[config.mk]
export PLATFORM = sky130hd
export DESIGN_NAME = des_key_schedule_seq
export DESIGN_NICKNAME = d
export VERILOG_FILES = /design/src/rtl/des_key_schedule_seq.sv
export SDC_FILE = /design/constraint.sdc
export NUM_CORES = 1
export LEC_CHECK = 0
export CAP_MARGIN = 20
export CORE_MARGIN = 2
export CORE_UTILIZATION = 40
export DETAILED_ROUTE_END_ITERATION = 10
export SLEW_MARGIN = 20
export SYNTH_ARGS = -nofsm -noshare
export SYNTH_HDL_FRONTEND = slang
export SYNTH_SLANG_ARGS = --single-unit
[constraint.sdc]
create_clock -name clk_i -period 3.1 [get_ports clk_i]
set_input_delay 0.62 -clock clk_i [delete_from_list [all_inputs] [get_ports clk_i]]
set_output_delay 0.62 -clock clk_i [all_outputs]
set_load 0.005 [all_outputs]
[src/rtl/des_key_schedule_seq.sv]
// Sequential DES/3DES key scheduler: streams one PC-2 subkey per valid/ready transfer.
// Define DES_KS_PARITY_CHECK_EN to enable odd-parity checking of the latched keys.
module des_key_schedule_seq #(
  parameter int unsigned NUM_KEYS = 1
) (
  input  logic                   clk_i,
  input  logic                   rst_ni,
  input  logic                   start_i,
  input  logic                   mode_i,
  input  logic [64*NUM_KEYS-1:0] key_i,
  output logic                   busy_o,
  output logic [47:0]            subkey_o,
  output logic                   subkey_valid_o,
  input  logic                   subkey_ready_i,
  output logic [3:0]             sk_num_o,
  output logic [1:0]             sk_stage_o,
  output logic                   sk_dir_o,
  output logic                   sk_last_o,
  output logic                   done_o,
  output logic                   parity_err_o
);

  if (NUM_KEYS != 1 && NUM_KEYS != 3) begin : g_bad_num_keys
    $error("des_key_schedule_seq: NUM_KEYS must be 1 or 3");
  end

  typedef enum logic [1:0] {StIdle, StLoad, StEmit, StDone} state_e;

  localparam logic [1:0] LastStage = 2'(NUM_KEYS - 1);

  localparam int unsigned Pc1Tbl [56] = '{
    57, 49, 41, 33, 25, 17,  9,  1, 58, 50, 42, 34, 26, 18,
    10,  2, 59, 51, 43, 35, 27, 19, 11,  3, 60, 52, 44, 36,
    63, 55, 47, 39, 31, 23, 15,  7, 62, 54, 46, 38, 30, 22,
    14,  6, 61, 53, 45, 37, 29, 21, 13,  5, 28, 20, 12,  4};

  localparam int unsigned Pc2Tbl [48] = '{
    14, 17, 11, 24,  1,  5,  3, 28, 15,  6, 21, 10,
    23, 19, 12,  4, 26,  8, 16,  7, 27, 20, 13,  2,
    41, 52, 31, 37, 47, 55, 30, 40, 51, 45, 33, 48,
    44, 49, 39, 56, 34, 53, 46, 42, 50, 36, 29, 32};

  // Tables use DES numbering (bit 1 = MSB); vectors here are [N-1:0] with MSB = bit 1.
  function automatic logic [55:0] pc1(input logic [63:0] k);
    logic [55:0] o;
    for (int i = 0; i < 56; i++) o[6'(55 - i)] = k[6'(64 - Pc1Tbl[i])];
    return o;
  endfunction

  function automatic logic [47:0] pc2(input logic [55:0] cd);
    logic [47:0] o;
    for (int i = 0; i < 48; i++) o[6'(47 - i)] = cd[6'(56 - Pc2Tbl[i])];
    return o;
  endfunction

  function automatic logic [27:0] rotl(input logic [27:0] x, input logic two);
    return two ? {x[25:0], x[27:26]} : {x[26:0], x[27]};
  endfunction

  function automatic logic [27:0] rotr(input logic [27:0] x, input logic two);
    return two ? {x[1:0], x[27:2]} : {x[0], x[27:1]};
  endfunction

  // Round n (1..16) shifts by two except rounds 1, 2, 9 and 16.
  function automatic logic shift2(input logic [4:0] n);
    return !(n == 5'd1 || n == 5'd2 || n == 5'd9 || n == 5'd16);
  endfunction

  state_e                  state_q, state_d;
  logic [64*NUM_KEYS-1:0]  key_q, key_d;
  logic                    mode_q, mode_d;
  logic [27:0]             c_q, c_d, d_q, d_d;
  logic [3:0]              r_q, r_d;
  logic [1:0]              stage_q, stage_d;
  logic                    busy_q, busy_d;
  logic                    done_q, done_d;
  logic [63:0]             stage_key;
  logic                    dir;
  logic [55:0]             ld_cd;

  if (NUM_KEYS == 3) begin : g_triple
    // EDE: middle stage runs the opposite direction; decrypt walks the keys backwards.
    logic [1:0] key_idx;
    assign key_idx = mode_q ? 2'd2 - stage_q : stage_q;
    assign dir     = mode_q ^ stage_q[0];
    always_comb begin
      case (key_idx)
        2'd0:    stage_key = key_q[191:128];
        2'd1:    stage_key = key_q[127:64];
        default: stage_key = key_q[63:0];
      endcase
    end
  end else begin : g_single
    assign dir       = mode_q;
    assign stage_key = key_q[63:0];
  end

  assign ld_cd = pc1(stage_key);

`ifdef DES_KS_PARITY_CHECK_EN
  logic [8*NUM_KEYS-1:0] byte_odd;
  logic                  parity_bad;
  logic                  perr_q, perr_d;
  for (genvar g = 0; g < 8 * NUM_KEYS; g++) begin : g_parity
    assign byte_odd[g] = ^key_q[8*g +: 8];
  end
  assign parity_bad = ~&byte_odd;
`endif

  always_comb begin
    state_d = state_q;
    key_d   = key_q;
    mode_d  = mode_q;
    c_d     = c_q;
    d_d     = d_q;
    r_d     = r_q;
    stage_d = stage_q;
    busy_d  = busy_q;
    done_d  = 1'b0;
`ifdef DES_KS_PARITY_CHECK_EN
    perr_d  = 1'b0;
`endif
    unique case (state_q)
      StIdle: begin
        if (start_i) begin
          key_d   = key_i;
          mode_d  = mode_i;
          stage_d = '0;
          busy_d  = 1'b1;
          state_d = StLoad;
        end
      end
      StLoad: begin
        // Decrypt presents K16 first, which is the unrotated C0/D0.
        r_d     = '0;
        c_d     = dir ? ld_cd[55:28] : rotl(ld_cd[55:28], 1'b0);
        d_d     = dir ? ld_cd[27:0]  : rotl(ld_cd[27:0], 1'b0);
        state_d = StEmit;
`ifdef DES_KS_PARITY_CHECK_EN
        if (stage_q == 2'd0 && parity_bad) begin
          perr_d  = 1'b1;
          busy_d  = 1'b0;
          state_d = StIdle;
        end
`endif
      end
      StEmit: begin
        if (subkey_ready_i) begin
          if (r_q != 4'd15) begin
            r_d = r_q + 4'd1;
            if (dir) begin
              c_d = rotr(c_q, shift2(5'd16 - {1'b0, r_q}));
              d_d = rotr(d_q, shift2(5'd16 - {1'b0, r_q}));
            end else begin
              c_d = rotl(c_q, shift2({1'b0, r_q} + 5'd2));
              d_d = rotl(d_q, shift2({1'b0, r_q} + 5'd2));
            end
          end else if (stage_q != LastStage) begin
            stage_d = stage_q + 2'd1;
            state_d = StLoad;
          end else begin
            state_d = StDone;
          end
        end
      end
      StDone: begin
        done_d  = 1'b1;
        busy_d  = 1'b0;
        state_d = StIdle;
      end
      default: state_d = StIdle;
    endcase
  end

  always_ff @(posedge clk_i or negedge rst_ni) begin
    if (!rst_ni) begin
      state_q <= StIdle;
      key_q   <= '0;
      mode_q  <= 1'b0;
      c_q     <= '0;
      d_q     <= '0;
      r_q     <= '0;
      stage_q <= '0;
      busy_q  <= 1'b0;
      done_q  <= 1'b0;
    end else begin
      state_q <= state_d;
      key_q   <= key_d;
      mode_q  <= mode_d;
      c_q     <= c_d;
      d_q     <= d_d;
      r_q     <= r_d;
      stage_q <= stage_d;
      busy_q  <= busy_d;
      done_q  <= done_d;
    end
  end

`ifdef DES_KS_PARITY_CHECK_EN
  always_ff @(posedge clk_i or negedge rst_ni) begin
    if (!rst_ni) perr_q <= 1'b0;
    else         perr_q <= perr_d;
  end
  assign parity_err_o = perr_q;
`else
  assign parity_err_o = 1'b0;
`endif

  assign busy_o         = busy_q;
  assign done_o         = done_q;
  assign subkey_o       = pc2({c_q, d_q});
  assign subkey_valid_o = (state_q == StEmit);
  assign sk_num_o       = dir ? 4'd15 - r_q : r_q;
  assign sk_stage_o     = stage_q;
  assign sk_dir_o       = dir;
  assign sk_last_o      = subkey_valid_o && (stage_q == LastStage) && (r_q == 4'd15);

endmodule

# Word level (Yosys, flattened, before mapping)
# Cells that the tools add are included.
op_classes:
  addsub: 5
  n_eq_ne: 18
  muxes: 31
  reduce_logical: 19
ops:
  columns: ["cell", "count"]
  rows:
  - ["$mux 28", 11]
  - ["$pmux 28 s2", 2]
  - ["$mux 2", 8]
  - ["$mux 4", 3]
  - ["$eq 5x1->1 const B", 2]
  - ["$eq 5x2->1 const B", 2]
  - ["$eq 5x4->1 const B", 2]
  - ["$eq 5x5->1 const B", 2]
  - ["$pmux 2 s4", 1]
  - ["$pmux 4 s2", 1]
  - ["$reduce_bool 2->1", 4]
  - ["$logic_or 1x1->1", 6]
  - ["$ne 2x1->1 const B", 3]
  - ["$reduce_and 3->1", 2]
  - ["$add 4x2->5 const B", 1]
  - ["$mux 5", 1]
  - ["$reduce_and 5->1", 1]
  - ["$sub 5x4->5 const A", 1]
  - ["$add 4x1->4 const B", 1]
  - ["$eq 2x2->1 const B", 2]
  - ["$eq 4x4->1 const B", 1]
  - ["$logic_not 2->1", 2]
  - ["$ne 2x2->1 const B", 2]
  - ["$ne 4x4->1 const B", 1]
  - ["other kinds (8)", 11]
word_totals:
  register_bits: 128
  in_bits: 69
  wordCells: 82

# Depth between registers and ports, before layout
# Gate-level depths: netlist of the first run.
depth:
  word_depth: 10
  mapped_depth: 10

# Worst setup path before layout of the first run
# Ideal clock, no wire load.
synth_timing:
  path_type: "reg2reg"
  startpoint: "reg r_q[1]"
  endpoint: "reg c_q[10]"
  setup_ps: 122
  arrival_time_ps: 2111
  slack_ps: 868
  path_stages_with_launch: 11
  path_buffers: 2
  period_less_slack_ps: 2232
  cell_sequence: "dfrtp_1 inv_1 ha_1 nand2b_4 and3_1 o32ai_2 buf_6 buf_6 mux2i_1 nand2_1 a32o_1"
synth_between:
  elab_chain_cells: 10
synth_rtl:
  columns: ["element", "line", "text"]
  rows:
  - ["start: declaration", "73", "logic [3:0] r_q, r_d;"]
  - ["start signal: assignment", "192", "r_q <= r_d;"]
  - ["$sub 5x4->5 or $add 4x2->5 (tied branches)", "152, 155", null]
  - ["$eq 5x1->1 or $eq 5x2->1 (tied branches)", "66", "return !(n == 5'd1 || n == 5'd2 || n == 5'd9 || n == 5'd16);"]
  - ["$logic_or 1x1->1 (3 in a row)", "66", null]
  - ["$mux 28 (on tied branches)", "61, 57", null]
  - ["$mux 28", "151", "if (dir) begin"]
  - ["$mux 28", "149", "if (r_q != 4'd15) begin"]
  - ["$mux 28", "148", "if (subkey_ready_i) begin"]
  - ["$pmux 28 s2", "123", "unique case (state_q)"]
  - ["end signal: assignment", "180", "c_q <= '0;"]
  - ["end signal: assignment", "190", "c_q <= c_d;"]
  - ["end: declaration", "72", "logic [27:0] c_q, c_d, d_q, d_d;"]
# Several ways; a longest one is shown, not always the timed one. The select of a mux whose other input is x is not followed.
# A chain may end at the register's enable or synchronous reset.

# Worst setup path after layout of the first run
layout_timing:
  startpoint: "reg r_q[1]"
  endpoint: "reg d_q[22]"
layout_between:
  elab_chain_cells: 10
layout_rtl:
  columns: ["element", "line", "text"]
  rows:
  - ["$sub 5x4->5 or $add 4x2->5 (tied branches)", "153, 156", null]
  - ["$eq 5x1->1 or $eq 5x2->1 (tied branches)", "66", null]
  - ["$logic_or 1x1->1 (3 in a row)", "66", null]
  - ["$mux 28 (on tied branches)", "61, 57", null]
  - ["$mux 28", "151", null]
  - ["$mux 28", "149", null]
  - ["$mux 28", "148", null]
  - ["$pmux 28 s2", "123", null]
  - ["end signal: assignment", "181", "d_q <= '0;"]
  - ["end signal: assignment", "191", "d_q <= d_d;"]
  - ["end: declaration", "72", null]
# Several ways; a longest one is shown, not always the timed one. The select of a mux whose other input is x is not followed.

==> out/metrics.cfg, run 1 <==
[power]
power.density_nw_per_um2 = 1150
ir_drop_mv = 0.475
total_power_mw = 8.82
leakagePower_nw = 3.22

[run]
drv_cap = 0

[finish]
final_area_um2 = 7680
final_common_cell = dfrtp_1
nNetsFinal = 797
fill_cells = 1560
regArea_um2 = 2480
syn2layout_area_growth_pct = 14.9
most-common-layout-cells = 98 x dfrtp_1, 90 x a21oi_1, 78 x clkdlybuf4s50_1, 66 x a31oi_1, 61 x nand2_1
drive_gt1_frac = 0.120
multiInputGateArea_um2 = 3600
n_antenna_cell = 0

[yosys]
synth-async-reset-ratio = 1.00
ys.flop_type = dfrtp_1
seq_area_frac_synth = 0.371
ys_ff_latch = 99
synthCells = 714
yosys.area.top_type_share = 0.371
ys.warnings.count = 0
netlist_area_um2 = 6680
synth.distinct_cells = 40
synth-edff-count = 0
avgSynthCellArea_um2 = 9.36
ys_top_cells_by_area = dfrtp_1 37%, mux2_2 8.4%, mux2i_1 8.1%, a21oi_1 6.7%, a31oi_1 6.3%
synth_top_area_cell = dfrtp_1

[sta]
maxSlewHeadroom = 0.436
fin_crit_sh = 0.902
setup_viol = 0
fin_setup_tns_ps = 0
finalWorstPathRequiredPeriod_ps = 2800
finClkSkew_ps = 7.44
holdWs_ps = 227
slew_viol_final = 0
rsz0062_at_grt = no
worst_pin_slew_ps = 844
hold_viol = 0
max_freq_mhz = 358

[cts]
ctsRootBufferMaster = clkbuf_16
cts_buffers = 9
cts.sinks = 99
postCtsHoldBufs = 0
tritoncts = yes
clkLatencyLatePin_ps = 350
cts.repair.resized = 0
cts.path.max_buffers = 2
cts_setup_buffers = 0
htree_levels = 3
clkTransAtPathRegs_ps = 70

[critical_path]
crit_path_end_kind = flip-flop
path_max_fanout = 25
crit-reg2reg-launch = r_q[1]$_DFFE_PN0P_
r2r_slack_ps = 300
required_ps = 3290
critPathLaunchType = flip-flop
worstSetupStartpoint = r_q[1]$_DFFE_PN0P_
cp.arrival_ps = 2990
worst-setup-path-type = reg2reg

[worst_hold_path]
min-delay-path-class = in2async

[route]
wl_mm = 15.3
drt-wirelength-per-cell_um = 16.2
first_iter_violations = 353
dr.pass1.iters = 5
postRouteAntennaNets = 0
drc = 0
vias = 5286
vias_per_cell = 5.59

[grt]
grt_start_max_net_pins = 99
antenna_found_initial = 0
grt_pass1_wl_mm = 25.6
grt_pass1_vias = 5028
grtUsageTotal = 0.175
overflow = 0

[place]
routabilityCongestion = 0.788
port_buffers = 79
dp_hpwl_mm = 9.70
placed_area_um2 = 7350

[floorplanning]
dieArea_um2 = 17800
io_pins = 129
dieHeight_um = 133
core_um2 = 16500
initial_core_util = 0.406
rows = 47
die_w_um = 133

[outcome]
outcome = completed

[per-stage QoR]
step / worst slack [ps] / utilization / cells
3_5_place_dp: 319 / 0.446 / 929
2_1_floorplan: 868 / - / 730
4_1_cts: 296 / 0.466 / 945
3_3_place_gp: 359 / 0.446 / 929
6_report: 304 / 0.466 / 945
5_1_grt: 88.1 / 0.466 / 945
[cells by family after synthesis]
logic type,after synthesis,share of synthesized area
AO/OA/AOI/OAI,194,0.182
XOR/XNOR,6,0.00786
adder cells (fa/ha/maj),8,0.0150
buffers and inverters,121,0.105
flip-flops,99,0.371
multiplexers,121,0.194
other,1,0.000561
AND/OR/NAND/NOR,164,0.125
[worst max-delay path, cell delays in order (launching register included)]
cell	delay, ps
dfrtp_1	470
inv_1	180
ha_1	280
a21boi_1	200
o211ai_1	150
a31oi_4	640
buf_4	340
nor3b_1	70
a31oi_1	200
a31oi_1	100
[sequential cells by signal, summed over array words and instances, names as in the netlist]
register	cells
key_q	32
c_q	28
d_q	28
r_q	4
sk_stage_o	2
state_q	2
busy_o	1
done_o	1
sk_dir_o	1
[routing by layer]
layer  global-route usage  up-vias  wire [um]
li1                     -     2559          -
met1                0.229     2579       7020
met2                0.286      122       7270
met3               0.0403       26        724
met4               0.0632        0        302
met5                    0        -          0
[where the power goes]
group	total [mW]	leakage, nW	internal, mW	switching, mW
Sequential	2.61	1.23	1.87	0.739
Combinational	4.96	1.83	2.39	2.57
Clock	1.25	0.159	0.751	0.499
[cells in the mapped netlist (2+ instances only)]
library cell  count
mux2_1           17
nor3_1           24
mux2_2           50
xor2_1            5
nor2b_1           2
buf_4            50
clkbuf_1         37
nand3b_1          2
a32o_1           23
and3_1            4
nand2_1          61
o21ai_0           2
inv_1             7
dfrtp_1          99
nor2_1           30
a21oi_1          90
buf_6             5
buf_1             4
nand2b_1          2
mux2i_1          54
a21o_1            2
ha_1              8
o21bai_1          2
a31oi_1          67
nand3_1           2
a22o_1            3
buf_2            17
nor3b_1          33
[cell type report]
type / count / area share
Tap cell: 220 / 0.0358
Multi-Input combinational cell: 510 / 0.469
Clock buffer: 12 / 0.0334
Inverter: 8 / 0.00391
Clock inverter: 4 / 0.00945
Timing Repair Buffer: 92 / 0.125
Sequential cell: 99 / 0.323
[worst paths after layout]
check	end	cells after the start
max in group asynchronous	key_q[34]$_DFFE_PN0P_	2
min reg2reg	busy_o$_DFFE_PN0P_	1
max reg2reg	d_q[22]$_DFFE_PN0P_	9
min	sk_stage_o[1]$_DFFE_PN0P_	1
min in group clk_i	busy_o$_DFFE_PN0P_	1
max	d_q[22]$_DFFE_PN0P_	9
(Power assumes the default switching activity.)
==> run 2, diff against run 1 <==
--- a/config.mk
+++ b/config.mk
@@ -9,6 +9,7 @@
 export CORE_MARGIN = 2
 export CORE_UTILIZATION = 40
 export DETAILED_ROUTE_END_ITERATION = 10
+export PLACE_DENSITY = 0.67
 export SLEW_MARGIN = 20
 export SYNTH_ARGS = -nofsm -noshare
 export SYNTH_HDL_FRONTEND = slang
==> out/metrics.cfg, run 2 (synthesis results as in run 1) <==
[outcome]
outcome = completed

[finish]
n_antenna_cell = 0
most-common-layout-cells = 98 x dfrtp_1, 90 x a21oi_1, 78 x clkdlybuf4s50_1, 66 x a31oi_1, 61 x nand2_1
final_common_cell = dfrtp_1
final_cells = 947
syn2layout_area_growth_pct = 15.2
largest_reg_flops = 32
nNetsFinal = 799
regMostFlops = key_q
drive_gt1_frac = 0.121
fill_cells = 1577
top_regs = key_q: 32 flops, c_q: 28 flops, d_q: 28 flops

[sta]
finClkSkew_ps = 6.61
setup_viol = 0
finalWorstPathRequiredPeriod_ps = 2710
worst_pin_slew_ps = 896
fin_crit_sh = 0.874
maxSlewHeadroom = 0.403
max_freq_mhz = 369
fin_setup_tns_ps = 0
slew_viol_final = 0
rsz0062_at_grt = no
hold_viol = 0

[cts]
cts.sinks = 99
htree_levels = 3
cts.path.max_buffers = 2
cts_setup_buffers = 0
cts_buffers = 9
postCtsHoldBufs = 0
clkLatencyLatePin_ps = 360
cts.repair.resized = 0
ctsRootBufferMaster = clkbuf_16
tritoncts = yes
clkTransAtPathRegs_ps = 70

[route]
drt-wirelength-per-cell_um = 16.5
dr.pass1.iters = 5
first_iter_violations = 408
postRouteAntennaNets = 0
vias_per_cell = 5.64
drc = 0
wl_mm = 15.6
vias = 5339

[critical_path]
path_buf_inv = 1
critPathSlowestCell = dfrtp_1
worstPathCellList = ha_1 -> and3_1 -> and3_1 -> clkdlybuf4s50_1
critPathLaunchType = flip-flop
cp_slowest_stage_delay_ps = 500
worst_path_dominant_cell_family = flip-flops
required_ps = 2480
crit_path_end_kind = output port
worst-setup-path-type = reg2out
cp.arrival_ps = 2090
path_max_fanout = 8
cp_common_cell = and3_1

[floorplanning]
initial_core_util = 0.406
dieArea_um2 = 17800
rows = 47
dieHeight_um = 133
die_w_um = 133
io_pins = 129
core_um2 = 16500

[grt]
grt_start_max_net_pins = 91
grtUsageTotal = 0.179
use_met3 = 0.0312
antenna_found_initial = 0
grt_pass1_wl_mm = 26.1
grt_pass1_vias = 4978
overflow = 0
grt.busiest_layer = met2
use_met1 = 0.252
use_met2 = 0.277

[worst_hold_path]
min-delay-path-class = in2async

[power]
leakagePower_nw = 3.22
power.density_nw_per_um2 = 1160
ir_drop_mv = 0.557

[place]
port_buffers = 79
dp_hpwl_mm = 9.64
routabilityCongestion = 0.783
place_inst = 931

[run]
drv_cap = 0

-- run 2: cell count changes in the layout (fill, tap and decap cells not counted) --
| cell | before | now |
|---|---|---|
| bufinv_16 | 2 | 3 |
| clkbuf_1 | 1 | 2 |
| clkinv_2 | 1 | 0 |
| buf_4 | 8 | 11 |
| clkbuf_8 | 2 | 1 |
| buf_12 | 6 | 5 |
-- run 2: routing by layer --
| metal | share of wire | vias up |
|---|---|---|
| met2 | 0.47 | 131 |
| li1 | - | 2574 |
| met3 | 0.043 | 15 |
| met4 | 0.018 | 0 |
| met5 | 0 | - |
| met1 | 0.47 | 2619 |
-- run 2: cell type report --
| cell class | count | area [um^2] | share of cell area |
|---|---|---|---|
| Inverter | 8 | 30.0 | 0.00390 |
| Clock buffer | 12 | 246 | 0.0320 |
| Timing Repair Buffer | 94 | 963 | 0.125 |
| Sequential cell | 99 | 2480 | 0.322 |
| Clock inverter | 4 | 97.6 | 0.0127 |
| Multi-Input combinational cell | 510 | 3600 | 0.468 |
| Tap cell | 220 | 275 | 0.0358 |
-- run 2: metrics by stage --
step | power (mW) | area, um^2 | setup WS [ps] | hold WS (ps) | utilization
2_1_floorplan | 6.35 | 6740 | 868 | 324 | -
6_report | 8.92 | 7700 | 391 | 376 | 0.467
4_1_cts | 8.96 | 7700 | 352 | 406 | 0.467
3_5_place_dp | 7.60 | 7350 | 502 | 469 | 0.447
5_1_grt | 9.65 | 7700 | 270 | 450 | 0.467
3_3_place_gp | 7.54 | 7350 | 539 | 468 | 0.447
-- run 2: power breakdown --
part	total (mW)	switching, mW	internal, mW
Sequential	2.64	0.773	1.87
Combinational	4.95	2.56	2.39
Clock	1.33	0.515	0.812
Total	8.92	3.85	5.07
-- run 2: worst reg2reg max path, delay by kind of cell (launching register included) --
family | cells | cell delay [ps]
buffers and inverters | 2 | 620
AND/OR/NAND/NOR | 3 | 350
adder cells (fa/ha/maj) | 1 | 220
AO/OA/AOI/OAI | 2 | 450
multiplexers | 1 | 400
flip-flops | 1 | 480
-- run 2: final timing paths --
check	from	endpoint	slack [ps]	cells past startpoint
max	r_q[1]$_DFFE_PN0P_	sk_last_o	390	4
min	rst_ni	c_q[14]$_DFFE_PN0P_	380	1
max reg2reg	r_q[1]$_DFFE_PN0P_	d_q[7]$_DFFE_PN0P_	440	9
min reg2reg	busy_o$_DFFE_PN0P_	busy_o$_DFFE_PN0P_	480	1
max in group asynchronous	rst_ni	d_q[22]$_DFFE_PN0P_	1910	2
min in group clk_i	busy_o$_DFFE_PN0P_	busy_o$_DFFE_PN0P_	480	1
